File: config.mk
export PLATFORM = sky130hd
export DESIGN_NAME = gf_inv_fermat_engine
export DESIGN_NICKNAME = d
export VERILOG_FILES = /design/src/rtl/gf_inv_fermat_engine_pkg.sv /design/src/rtl/gf_mul_comb.sv /design/src/rtl/gf_inv_fermat_engine.sv
export SDC_FILE = /design/constraint.sdc
export NUM_CORES = 1
export LEC_CHECK = 0
export CAP_MARGIN = 10
export CELL_PAD_IN_SITES_DETAIL_PLACEMENT = 2
export CELL_PAD_IN_SITES_GLOBAL_PLACEMENT = 2
export CORE_MARGIN = 2
export CORE_UTILIZATION = 35
export CTS_BUF_LIST = sky130_fd_sc_hd__clkbuf_16
export DETAILED_ROUTE_END_ITERATION = 12
export GPL_ROUTABILITY_DRIVEN = 0
export GPL_TIMING_DRIVEN = 0
export PLACE_DENSITY_LB_ADDON = 0.1
export SLEW_MARGIN = 30
export SYNTH_ARGS = -nofsm -noshare
export SYNTH_HDL_FRONTEND = slang
export SYNTH_SLANG_ARGS = --single-unit
File: constraint.sdc
create_clock -name clk -period 9.2 [get_ports clk]
set_input_delay 1.84 -clock clk [delete_from_list [all_inputs] [get_ports clk]]
set_output_delay 1.84 -clock clk [all_outputs]
set_load 0.03 [all_outputs]
File: src/rtl/gf_inv_fermat_engine_pkg.sv
// +----------------------------------------------------------------------------+
// | gf_pkg : shared field constants and FSM encoding for the GF(2^m) inverter   |
// | Rev 1.0                                                                     |
// +----------------------------------------------------------------------------+
`default_nettype none

package gf_pkg;

  localparam int          GF_M    = 16;
  localparam logic [15:0] GF_POLY = 16'h002D;
  localparam logic [15:0] GF_ONE  = 16'h0001;

  typedef enum logic [1:0] {
    IDLE = 2'd0,
    RUN  = 2'd1,
    DONE = 2'd2
  } state_t;

endpackage

`default_nettype wire

File: src/rtl/gf_mul_comb.sv
// +----------------------------------------------------------------------------+
// | gf_mul_comb : combinational m x m GF(2^m) multiplier, reduced mod x^m+POLY  |
// | Rev 1.0                                                                     |
// +----------------------------------------------------------------------------+
`default_nettype none

module gf_mul_comb #(
  parameter int           m    = 16,
  parameter logic [m-1:0] POLY = 16'h002D
) (
  input  logic [m-1:0] a_i,
  input  logic [m-1:0] b_i,
  output logic [m-1:0] p_o
);

  logic [2*m-1:0] w_acc;

  always_comb begin
    w_acc = '0;
    for (int i = 0; i < m; i++) begin
      if (b_i[i]) w_acc = w_acc ^ ({{m{1'b0}}, a_i} << i);
    end
    // Fold high terms down, top bit first, using x^m == POLY.
    for (int i = 2*m-2; i >= m; i--) begin
      if (w_acc[i]) begin
        w_acc    = w_acc ^ ({{m{1'b0}}, POLY} << (i - m));
        w_acc[i] = 1'b0;
      end
    end
  end

  assign p_o = w_acc[m-1:0];

endmodule

`default_nettype wire

File: src/rtl/gf_inv_fermat_engine.sv
// +----------------------------------------------------------------------------+
// | gf_inv_fermat_engine : a^-1 = a^(2^m-2) by m-1 square-and-multiply steps.   |
// | Optional zero-operand shortcut/flag: GF_INV_ZERO_DETECT_EN. Rev 1.0         |
// +----------------------------------------------------------------------------+
`default_nettype none

module gf_inv_fermat_engine
  import gf_pkg::*;
#(
  parameter int           m    = GF_M,
  parameter logic [m-1:0] POLY = GF_POLY[m-1:0]
) (
  input  logic         clk,
  input  logic         rst,
  input  logic         start,
  input  logic [m-1:0] a_in,
  output logic         busy,
  output logic         done,
  output logic [m-1:0] inv_out,
  output logic         err
);

  localparam int            CNT_W  = $clog2(m);
  localparam logic [CNT_W-1:0] c_LAST = CNT_W'(m - 2);

  state_t           state_q;
  logic             busy_q;
  logic             done_q;
  logic [m-1:0]     inv_q;
  logic [CNT_W-1:0] cnt_q;
  logic [m-1:0]     s_q;
  logic [m-1:0]     r_q;
  logic [m-1:0]     w_sq;
  logic [m-1:0]     w_prod;

  gf_mul_comb #(.m(m), .POLY(POLY)) u_sq (
    .a_i (s_q),
    .b_i (s_q),
    .p_o (w_sq)
  );

  // r is multiplied by the freshly squared s, so after step k r = a^(2+4+..+2^k).
  gf_mul_comb #(.m(m), .POLY(POLY)) u_mul (
    .a_i (r_q),
    .b_i (w_sq),
    .p_o (w_prod)
  );

`ifdef GF_INV_ZERO_DETECT_EN
  logic err_q;
  assign err = err_q;
`else
  assign err = 1'b0;
`endif

  always_ff @(posedge clk) begin
    if (rst) begin
      state_q <= IDLE;
      busy_q  <= 1'b0;
      done_q  <= 1'b0;
      inv_q   <= '0;
      cnt_q   <= '0;
      s_q     <= '0;
      r_q     <= '0;
`ifdef GF_INV_ZERO_DETECT_EN
      err_q   <= 1'b0;
`endif
    end else begin
      done_q <= 1'b0;
      case (state_q)
        IDLE, DONE: begin
          if (start) begin
            s_q     <= a_in;
            r_q     <= m'(GF_ONE);
            cnt_q   <= '0;
            state_q <= RUN;
            busy_q  <= 1'b1;
`ifdef GF_INV_ZERO_DETECT_EN
            err_q   <= 1'b0;
            if (a_in == '0) begin
              state_q <= DONE;
              busy_q  <= 1'b0;
              done_q  <= 1'b1;
              inv_q   <= '0;
              err_q   <= 1'b1;
            end
`endif
          end else begin
            state_q <= IDLE;
          end
        end
        RUN: begin
          s_q   <= w_sq;
          r_q   <= w_prod;
          cnt_q <= cnt_q + 1'b1;
          if (cnt_q == c_LAST) begin
            state_q <= DONE;
            busy_q  <= 1'b0;
            done_q  <= 1'b1;
            inv_q   <= w_prod;
          end
        end
        default: state_q <= IDLE;
      endcase
    end
  end

  assign busy    = busy_q;
  assign done    = done_q;
  assign inv_out = inv_q;

endmodule

`default_nettype wire
* After elaboration in Yosys (flattened, before gate mapping)
Index checks and enable logic that the tools add are counted.
** Storage, ports and cells
- Register bits after elaboration :: 56
- Input bits :: 19
** Operators by class
- Mux-type cells :: 75
- Add/subtract/negate cells :: 1
- Bitwise logic cells :: 61
- Eq/ne operators :: 5
- Reductions and logical operators :: 7
** Operator list (number)
- $mux 31 :: 28
- $not 4->4 :: 30
- $mux 16 :: 6
- $mux 17 :: 4
- $pmux 16 s2 :: 2
- $xor 31x19->31 :: 2
- $xor 31x20->31 :: 2
- $xor 31x21->31 :: 2
- $xor 31x22->31 :: 2
- $xor 31x23->31 :: 2
- $xor 31x24->31 :: 2
- $xor 31x25->31 :: 2
- $xor 31x26->31 :: 2
- $xor 31x27->31 :: 2
- $xor 31x28->31 :: 2
- $xor 31x29->31 :: 2
- $xor 31x30->31 :: 2
- $xor 31x31->31 :: 2
- $mux 20 :: 2
- $mux 19 :: 2
- $mux 18 :: 2
- $xor 17x18->18 :: 2
- $xor 16x17->17 :: 2
- $mux 15 :: 2
- 26 further kinds :: 41

* Longest topological paths before layout
Gate-level depths: netlist (run 1).
- Word-level depth :: 123
- Gate-level depth with buffers :: 13

* Modules after synthesis
Synthesis (run 1) repeated with hierarchy kept, for this count alone.
** Unflattened totals
- Cells, all modules :: 1361
- Area total of the unflattened synthesis :: 9880.7 sq um
** Modules (own cells, without submodules)
- gf_mul_comb :: times used 2, cells an instance 564, area an instance 3863.7 sq um, sequential area each 0.0 sq um
- gf_inv_fermat_engine :: times used 1, cells an instance 233, area an instance 2153.3 sq um, sequential area each 1121.1 sq um

* Worst setup path after synthesis (run 1)
OpenSTA, ideal clock, no wires.
- Kind :: flip-flop to flip-flop
- Start point :: register s_q[14]
- End point :: register r_q[5]
- Required time :: 9083 ps
- Library setup time :: 117 ps
- Data arrival time :: 2881 ps
- Path slack :: 6203 ps
- Cell stages (with the launch flop) :: 11
- Path through :: dfxtp_1 > buf_2 > xnor2_1 > xnor2_1 > nand2_1 > xnor3_1 > xnor3_1 > xnor3_2 > xnor2_2 > xnor3_1 > a22o_1
** Between the ends
- Cells in the longest elaborated chain, start to end :: 87
- Elaborated cells between the ends (all ways) :: 115
** Ends and longest elaborated chain
- start: declaration :: RTL line gf_inv_fermat_engine.sv:31 : logic [m-1:0] s_q;
- start signal: assignment :: RTL line gf_inv_fermat_engine.sv:73 : s_q <= a_in;
- start signal: assignment :: RTL line gf_inv_fermat_engine.sv:93 : s_q <= w_sq;
- $xor 17x18->18 :: RTL line gf_mul_comb.sv:21 : if (b_i[i]) w_acc = w_acc ^ ({{m{1'b0}}, a_i} << i);
- $mux 31 :: RTL line gf_mul_comb.sv:21
- $xor 31x19->31 :: RTL line gf_mul_comb.sv:21
- $mux 31 :: RTL line gf_mul_comb.sv:21
- $xor 31x20->31 :: RTL line gf_mul_comb.sv:21
- $mux 31 :: RTL line gf_mul_comb.sv:21
- $xor 31x21->31 :: RTL line gf_mul_comb.sv:21
- $mux 31 :: RTL line gf_mul_comb.sv:21
- [... 71 more ...]
- $not 4->4 (no source line)
- $mux 9 :: RTL line gf_mul_comb.sv:25 : if (w_acc[i]) begin
- $not 4->4 (no source line)
- $mux 8 :: RTL line gf_mul_comb.sv:25
- $mux 7 :: RTL line gf_mul_comb.sv:25
- $not 4->4 (no source line)
- $mux 6 * :: RTL line gf_mul_comb.sv:25
- $pmux 16 s2 * :: RTL line gf_inv_fermat_engine.sv:70 : case (state_q)
- end signal: assignment :: RTL line gf_inv_fermat_engine.sv:74 : r_q <= m'(GF_ONE);
- end signal: assignment :: RTL line gf_inv_fermat_engine.sv:94 : r_q <= w_prod;
- end: declaration :: RTL line gf_inv_fermat_engine.sv:32 : logic [m-1:0] r_q;
Every way passes the cells marked *; elsewhere a longest branch is shown, timed or not.
A chain may end at the register's enable or synchronous reset.

* Worst setup path after layout (run 1)
- Start point :: register s_q[11]
- End point :: register r_q[6]
** Between the ends
- Cells in the longest elaborated chain, start to end :: 80
- Elaborated cells between the ends (all ways) :: 113
** Ends and longest elaborated chain (RTL line)
- $xor 31x21->31 :: gf_mul_comb.sv:21
- $mux 31 :: gf_mul_comb.sv:21
- $xor 31x22->31 :: gf_mul_comb.sv:21
- $mux 31 :: gf_mul_comb.sv:21
- $xor 31x23->31 :: gf_mul_comb.sv:21
- $mux 31 :: gf_mul_comb.sv:21
- $xor 31x24->31 :: gf_mul_comb.sv:21
- $mux 31 :: gf_mul_comb.sv:21
- [... 64 more ...]
- $not 4->4 (no source line)
- $mux 10 :: gf_mul_comb.sv:25
- $not 4->4 (no source line)
- $mux 9 :: gf_mul_comb.sv:25
- $mux 8 :: gf_mul_comb.sv:25
- $not 4->4 (no source line)
- $mux 7 * :: gf_mul_comb.sv:25
- $pmux 16 s2 * :: gf_inv_fermat_engine.sv:70
Marked as above.

==> impl_metrics.env, run 1 <==
export IMPL_setup_viol=0
export IMPL_tritoncts="done"
export IMPL_core_area_sq_um=20000
export IMPL_grt_setup_unrepaired="false"
export IMPL_drt_vias_per_instance=5.83
export IMPL_numPortBuffers=36
export IMPL_hpwlAfterDp_mm=26.7
export IMPL_areaGrowthSynthToFinish_pct=12.0
export IMPL_rows=52
export IMPL_clock_sinks=56
export IMPL_synthFlopType="dfxtp_1"
export IMPL_grt_antenna_before_repair=0
export IMPL_synth_common_cells="197 x nand2_1, 153 x xnor2_1, 116 x a21oi_1"
export IMPL_synth_edf_count=0
export IMPL_p_int_mw=1.35
export IMPL_critPathKind="flop to flop"
export IMPL_vias=7669
export IMPL_grt_max_degree=19
export IMPL_power_frac_seq=0.101
export IMPL_syn_num_nets=1023
export IMPL_worstMarginPinSlew_ns=0.938
export IMPL_p_sw_frac=0.556
export IMPL_antenna_cells=0
export IMPL_finalHoldViolCount=0
export IMPL_synth_largest_area_cell="xnor2_1"
export IMPL_wl_per_cell_um=27.1
export IMPL_root_buffer="clkbuf_16"
export IMPL_die_area_sq_um=21400
export IMPL_ant_nets=0
export IMPL_hold_path_class="flop to flop"
export IMPL_cap_violations=0
export IMPL_drt_iter0_drc=636
export IMPL_ys_warn_count=0
export IMPL_die_h_um=146
export IMPL_num_fill_cells=2488
export IMPL_nNetsFinal=1066
export IMPL_cts_max_path_buffers=2
export IMPL_synth_area_sq_um=7080
export IMPL_overflow=0
export IMPL_p_switching_mw=1.69
export IMPL_fin_tns_setup_ns=0
export IMPL_firstDrtPassIters=5
export IMPL_synth_xor_area_frac=0.335
export IMPL_post_cts_buffers=0
export IMPL_status="complete, no violations"
export IMPL_avgSynthCellArea_sq_um=7.07
export IMPL_start_util=0.353
export IMPL_die_width_um=146
export IMPL_pwr_share_comb=0.832
export IMPL_ys_ff_latch=56
export IMPL_cts_buffers=5
export IMPL_clkTransAtPathRegs_ns=0.08
export IMPL_yosysMostFrequentCell="nand2_1"
export IMPL_syn_inst=1002
export IMPL_p_per_area_nw_per_um2=382
export IMPL_worst_path_buf_inv=1
export IMPL_postCtsHoldBufs=0
export IMPL_wl_mm=35.7
export IMPL_max_stage_delay_ns=0.75
export IMPL_synthSimpleGateAreaFrac=0.196
export IMPL_slew_headroom=0.375
export IMPL_crit_family="XOR/XNOR gates"
export IMPL_clock_power_share=0.066
export IMPL_grt_pass1_wl_mm=52.5
export IMPL_ys_types=57
export IMPL_route_detailed_drc=0
export IMPL_grt_pass1_vias=7794
export IMPL_async_flop_share=0
export IMPL_muxShareOfSynthArea=0.0193
export IMPL_grt_usage=0.332
export IMPL_pin_count=38
export IMPL_fin_crit_ns=4.32
export IMPL_cp_max_fo=10
export IMPL_seq_area_frac_synth=0.158
export IMPL_cp_data_arrival_time_ns=4.49
export IMPL_cts_resized=0
export IMPL_skew_ns=0.0105
export IMPL_maxSlewViolCount=0
export IMPL_clk_latency_ns=0.31
export IMPL_max_freq_mhz=232
export IMPL_h_tree_depth=2
export IMPL_path_cells="xor2_2 -> xnor2_2 -> buf_2 -> nand2_1 -> xor2_1 -> xnor2_1 -> xnor2_1 -> xnor2_1 -> xnor3_1 -> a22o_1"
export IMPL_final_util=0.396
export IMPL_crit_required_ns=9.37
export IMPL_leakage_nw=2.48
export IMPL_timing_final_crit_share=0.469
export IMPL_synth_compound_area_frac=0.221
export IMPL_synth_top_family_by_area="XOR/XNOR gates"
export IMPL_drive_gt1_frac=0.0535
export IMPL_slowest_stage="xor2_2"
export IMPL_post_synth_top_area_fraction=0.189
export IMPL_crit_path_start_kind="flop"
export IMPL_cp_end_kind="flop"
export IMPL_crit_top_cell="xnor2_1"
export IMPL_peakVddDrop_mv=0.231
export IMPL_yosys_top_cells_area="xnor2_1 19%, dfxtp_1 16%, nand2_1 10%"
export IMPL_synthAdderAreaFrac=0.00353
==> final cells by class <==
cell class / instances / area, sq um / area share
multi-input combinational: 830 / 5500 / 0.693
clock buffer: 5 / 125 / 0.0158
inverter: 16 / 60.1 / 0.00757
tap: 270 / 338 / 0.0426
timing repair buffer: 36 / 360 / 0.0454
sequential: 56 / 1120 / 0.141
clock inverter: 3 / 21.3 / 0.00268
buffer: 100 / 408 / 0.0514
==> routing by layer <==
metal | wire length [um] | GRT usage
met5 | 0 | 0
met4 | 1400 | 0.116
met3 | 1680 | 0.0366
met2 | 16500 | 0.542
met1 | 16100 | 0.455
==> flip-flops by register name, summed over array words and instances (netlist names) <==
register,flops
busy,1
cnt_q,4
done,1
inv_out,16
r_q,16
s_q,16
state_q,2
==> path summary, 6_finish.rpt <==
check                   from         end  slack [ns]  cells after the start
hold / removal    inv_out[3]  inv_out[3]        0.47                      2
hold reg to reg   inv_out[3]  inv_out[3]        0.47                      2
setup / recovery     s_q[11]      r_q[6]        4.88                     10
setup reg to reg     s_q[11]      r_q[6]        4.88                     10
==> layout by cell type, fill, tap and decap left out, types with 5 or more instances in the layout <==
| cell | synthesis | layout |
|---|---|---|
| nand2_1 | 197 | 197 |
| xnor2_1 | 153 | 152 |
| a21oi_1 | 116 | 116 |
| clkbuf_1 | 69 | 69 |
| xor2_1 | 57 | 57 |
| dfxtp_1 | 56 | 56 |
| nor2_1 | 49 | 49 |
| clkdlybuf4s50_1 | 0 | 36 |
| nor3_1 | 27 | 27 |
| a22oi_1 | 25 | 25 |
| o22ai_1 | 24 | 24 |
| o21ai_0 | 20 | 20 |
| o221ai_1 | 18 | 18 |
| nand3_1 | 16 | 16 |
| inv_1 | 15 | 15 |
| buf_1 | 15 | 15 |
| buf_2 | 11 | 11 |
| xnor3_1 | 10 | 10 |
| o211ai_1 | 9 | 9 |
| a22o_1 | 9 | 9 |
| or2_2 | 9 | 9 |
| nand2b_1 | 9 | 9 |
| mux2i_1 | 8 | 8 |
| nor2b_1 | 8 | 8 |
| xnor2_2 | 5 | 6 |
| a21boi_0 | 6 | 6 |
| a211oi_1 | 5 | 5 |
| buf_4 | 5 | 5 |
| xor2_2 | 5 | 5 |
| clkbuf_16 | 0 | 5 |
==> power by group through the flow <==
stage | Combinational (mW) | Sequential, mW | Clock (mW)
floorplan | 1.71 | 0.298 | 0
global placement | 2.42 | 0.310 | 0
detailed placement | 2.46 | 0.312 | 0
CTS | 2.47 | 0.306 | 0.202
global route | 2.63 | 0.309 | 0.213
finish | 2.52 | 0.307 | 0.201
==> worst register-to-register path: stages (launching register included) <==
cell	delay (ns)
dfxtp_1	0.53
xor2_2	0.75
xnor2_2	0.31
buf_2	0.46
nand2_1	0.12
xor2_1	0.25
xnor2_1	0.11
xnor2_1	0.60
xnor2_1	0.27
xnor3_1	0.51
a22o_1	0.27
==> cell families (layout without fill, tap and decap cells) <==
kind of cell,after synthesis,in the layout
AOI/OAI and AO/OA,251,251
xor gates and xnor gates,236,236
adders and majority gates,2,2
buffers and inverters,116,160
DFF,56,56
muxes,13,13
other,1,1
and+or+nand+nor,327,327
==> stage by stage <==
step / hold slack (ns) / setup WS [ns] / power (mW) / instances / cell area (sq um)
3_5_place_dp: 0.458 / 5.02 / 2.77 / 1308 / 7790
3_3_place_gp: 0.458 / 4.98 / 2.73 / 1308 / 7780
6_report: 0.467 / 4.88 / 3.03 / 1316 / 7940
4_1_cts: 0.468 / 5.00 / 2.98 / 1316 / 7940
2_1_floorplan: 0.490 / 6.20 / 2.01 / 1002 / 7080
5_1_grt: 0.501 / 4.78 / 3.15 / 1316 / 7940
Power figures use the tool's default switching activity.
==> inputs of run 2 (changes only) <==
--- a/config.mk
+++ b/config.mk
@@ -9,7 +9,7 @@
 export CELL_PAD_IN_SITES_DETAIL_PLACEMENT = 2
 export CELL_PAD_IN_SITES_GLOBAL_PLACEMENT = 2
 export CORE_MARGIN = 2
-export CORE_UTILIZATION = 35
+export CORE_UTILIZATION = 32
 export CTS_BUF_LIST = sky130_fd_sc_hd__clkbuf_16
 export DETAILED_ROUTE_END_ITERATION = 12
 export GPL_ROUTABILITY_DRIVEN = 0
==> constraint.sdc (replaced) <==
create_clock -name clk -period 3.89 [get_ports clk]
set_input_delay 0.778 -clock clk [delete_from_list [all_inputs] [get_ports clk]]
set_output_delay 0.778 -clock clk [all_outputs]
set_load 0.03 [all_outputs]
==> impl_metrics.env, run 2 (synthesis gave the netlist of run 1 again) <==
export IMPL_layout_cell_area_non_filler_sq_um=8180
export IMPL_numPortBuffers=36
export IMPL_path_cells="clkbuf_2 -> clkbuf_1 -> a21oi_1 -> a21oi_1 -> xor2_1 -> xnor2_1 -> xnor3_1 -> xor2_1 -> xnor3_1 -> a22o_1"
export IMPL_reg2reg_setup_slack_ns=0.02
export IMPL_grt_setup_unrepaired="false"
export IMPL_crit_path_start_kind="flop"
export IMPL_hpwlAfterDp_mm=26.9
export IMPL_peakVddDrop_mv=0.782
export IMPL_final_common_cell="nand2_1"
export IMPL_slowest_stage="xnor3_1"
export IMPL_setup_slack_ns=0.0151
export IMPL_max_stage_delay_ns=0.47
export IMPL_clkTransAtPathRegs_ns=0.08
export IMPL_areaGrowthSynthToFinish_pct=15.5
export IMPL_ant_nets=0
export IMPL_setup_viol=0
export IMPL_clk_latency_ns=0.31
export IMPL_cts_max_path_buffers=2
export IMPL_clock_sinks=56
export IMPL_r2r_end="r_q[7]"
export IMPL_p_per_area_nw_per_um2=897
export IMPL_die_h_um=153
export IMPL_slew_headroom=0.349
export IMPL_maxSlewViolCount=0
export IMPL_grt_antenna_before_repair=0
export IMPL_ff2ff_path_depth=10
export IMPL_cp_end_kind="flop"
export IMPL_holdWs_ns=0.471
export IMPL_drt_iter0_drc=574
export IMPL_worstMarginPinSlew_ns=0.969
export IMPL_vias=7676
export IMPL_holdPathEnd="inv_out[3]"
export IMPL_drt_vias_per_instance=5.77
export IMPL_highest_signal_layer="met4"
export IMPL_hold_path_class="flop to flop"
export IMPL_overflow=0
export IMPL_layout_common_cells="197 x nand2_1, 146 x xnor2_1, 116 x a21oi_1, 56 x dfxtp_1, 54 x xor2_1"
export IMPL_status="complete, no violations"
export IMPL_start_util=0.326
export IMPL_firstDrtPassIters=5
export IMPL_crit_required_ns=4.07
export IMPL_tritoncts="done"
export IMPL_route_detailed_drc=0
export IMPL_core_area_sq_um=21800
export IMPL_totalPowerFinal_mw=7.34
export IMPL_finalHoldViolCount=0
export IMPL_nNetsFinal=1071
export IMPL_cts_buffers=5
export IMPL_die_area_sq_um=23300
export IMPL_critPathKind="flop to flop"
export IMPL_leakage_nw=2.63
export IMPL_drive_gt1_frac=0.0866
export IMPL_antenna_cells=0
export IMPL_grt_pass1_wl_mm=53.2
export IMPL_wl_mm=35.9
export IMPL_pin_count=38
export IMPL_regToRegStartpoint="r_q[13]"
export IMPL_skew_ns=0.0126
export IMPL_die_width_um=153
export IMPL_grt_max_degree=18
export IMPL_max_freq_mhz=258
export IMPL_cp_data_arrival_time_ns=4.06
export IMPL_min_from="inv_out[3]"
export IMPL_dp_slack_ns=-0.437
export IMPL_root_buffer="clkbuf_16"
export IMPL_dr_wl_met2_mm=16.7
export IMPL_route_met3_wl_mm=1.64
export IMPL_rows=54
export IMPL_grt_usage=0.304
export IMPL_wl_met1_mm=16.6
export IMPL_cp_max_fo=10
export IMPL_timing_final_crit_share=0.996
export IMPL_fin_crit_ns=3.87
export IMPL_wl_per_cell_um=27.0
export IMPL_h_tree_depth=2
export IMPL_grt_pass1_vias=7791
export IMPL_min_path_cells=2
export IMPL_cap_violations=0
export IMPL_fin_tns_setup_ns=0
export IMPL_post_dp_cell_area_sq_um=7800
## run 2: changes by cell type in the layout (fill, tap and decap cells not counted), moves of 4 or more
cell,change
clkbuf_2,+18
clkbuf_1,-16
buf_4,+6
xnor2_1,-6
xnor2_2,+5
buf_1,-4
xor2_4,+4
## run 2: layout make-up
cell class,count,area [sq um]
plain buffers,99,433
clock buffers,5,125
clock inverters,3,42.5
fillers,2583,13600
inverters,16,60.1
multi-input cells,830,5630
flip-flops and latches,56,1120
well taps,280,350
repair buffers,42,418
## run 2: metal layers
metal / up-vias / track usage
li1: 3479 / -
met1: 3944 / 0.426
met2: 206 / 0.498
met3: 47 / 0.0324
met4: 0 / 0.0825
met5: - / 0
## run 2: power breakdown
| group | switching (mW) | leakage, nW | internal (mW) |
|---|---|---|---|
| Combinational | 3.68 | 2.09 | 2.36 |
| Clock | 0.235 | 0.0814 | 0.304 |
| Sequential | 0.0935 | 0.456 | 0.656 |
## run 2: repair_timing
action,in CTS,in global routing
resized for setup,17,30
hold buffers,0,0
pin swaps,2,2
buffers inserted,3,3
setup endpoints to repair,30,20
## run 2: metrics by stage
stage / util / cells
after floorplan: - / 1002
after global placement: 0.358 / 1318
after detailed placement: 0.359 / 1318
after CTS: 0.371 / 1329
after global routing: 0.376 / 1331
final: 0.376 / 1331
## run 2: worst max path at each step
| stage | from | endpoint | depth (start not counted) |
|---|---|---|---|
| global route | r_q[13] | r_q[7] | 10 |
| floorplan | s_q[14] | r_q[5] | 10 |
| global placement | s_q[9] | inv_out[5] | 11 |
| finish | r_q[13] | r_q[7] | 10 |
| detailed placement | s_q[9] | inv_out[5] | 11 |
| CTS | r_q[12] | r_q[7] | 9 |
## run 2: worst max-delay path, delay by kind of cell, from the launching register on
kind | cells | cell delay (ns)
AOI/OAI and AO/OA | 3 | 0.77
DFF | 1 | 0.46
buffers and inverters | 2 | 0.81
xor gates and xnor gates | 5 | 1.71
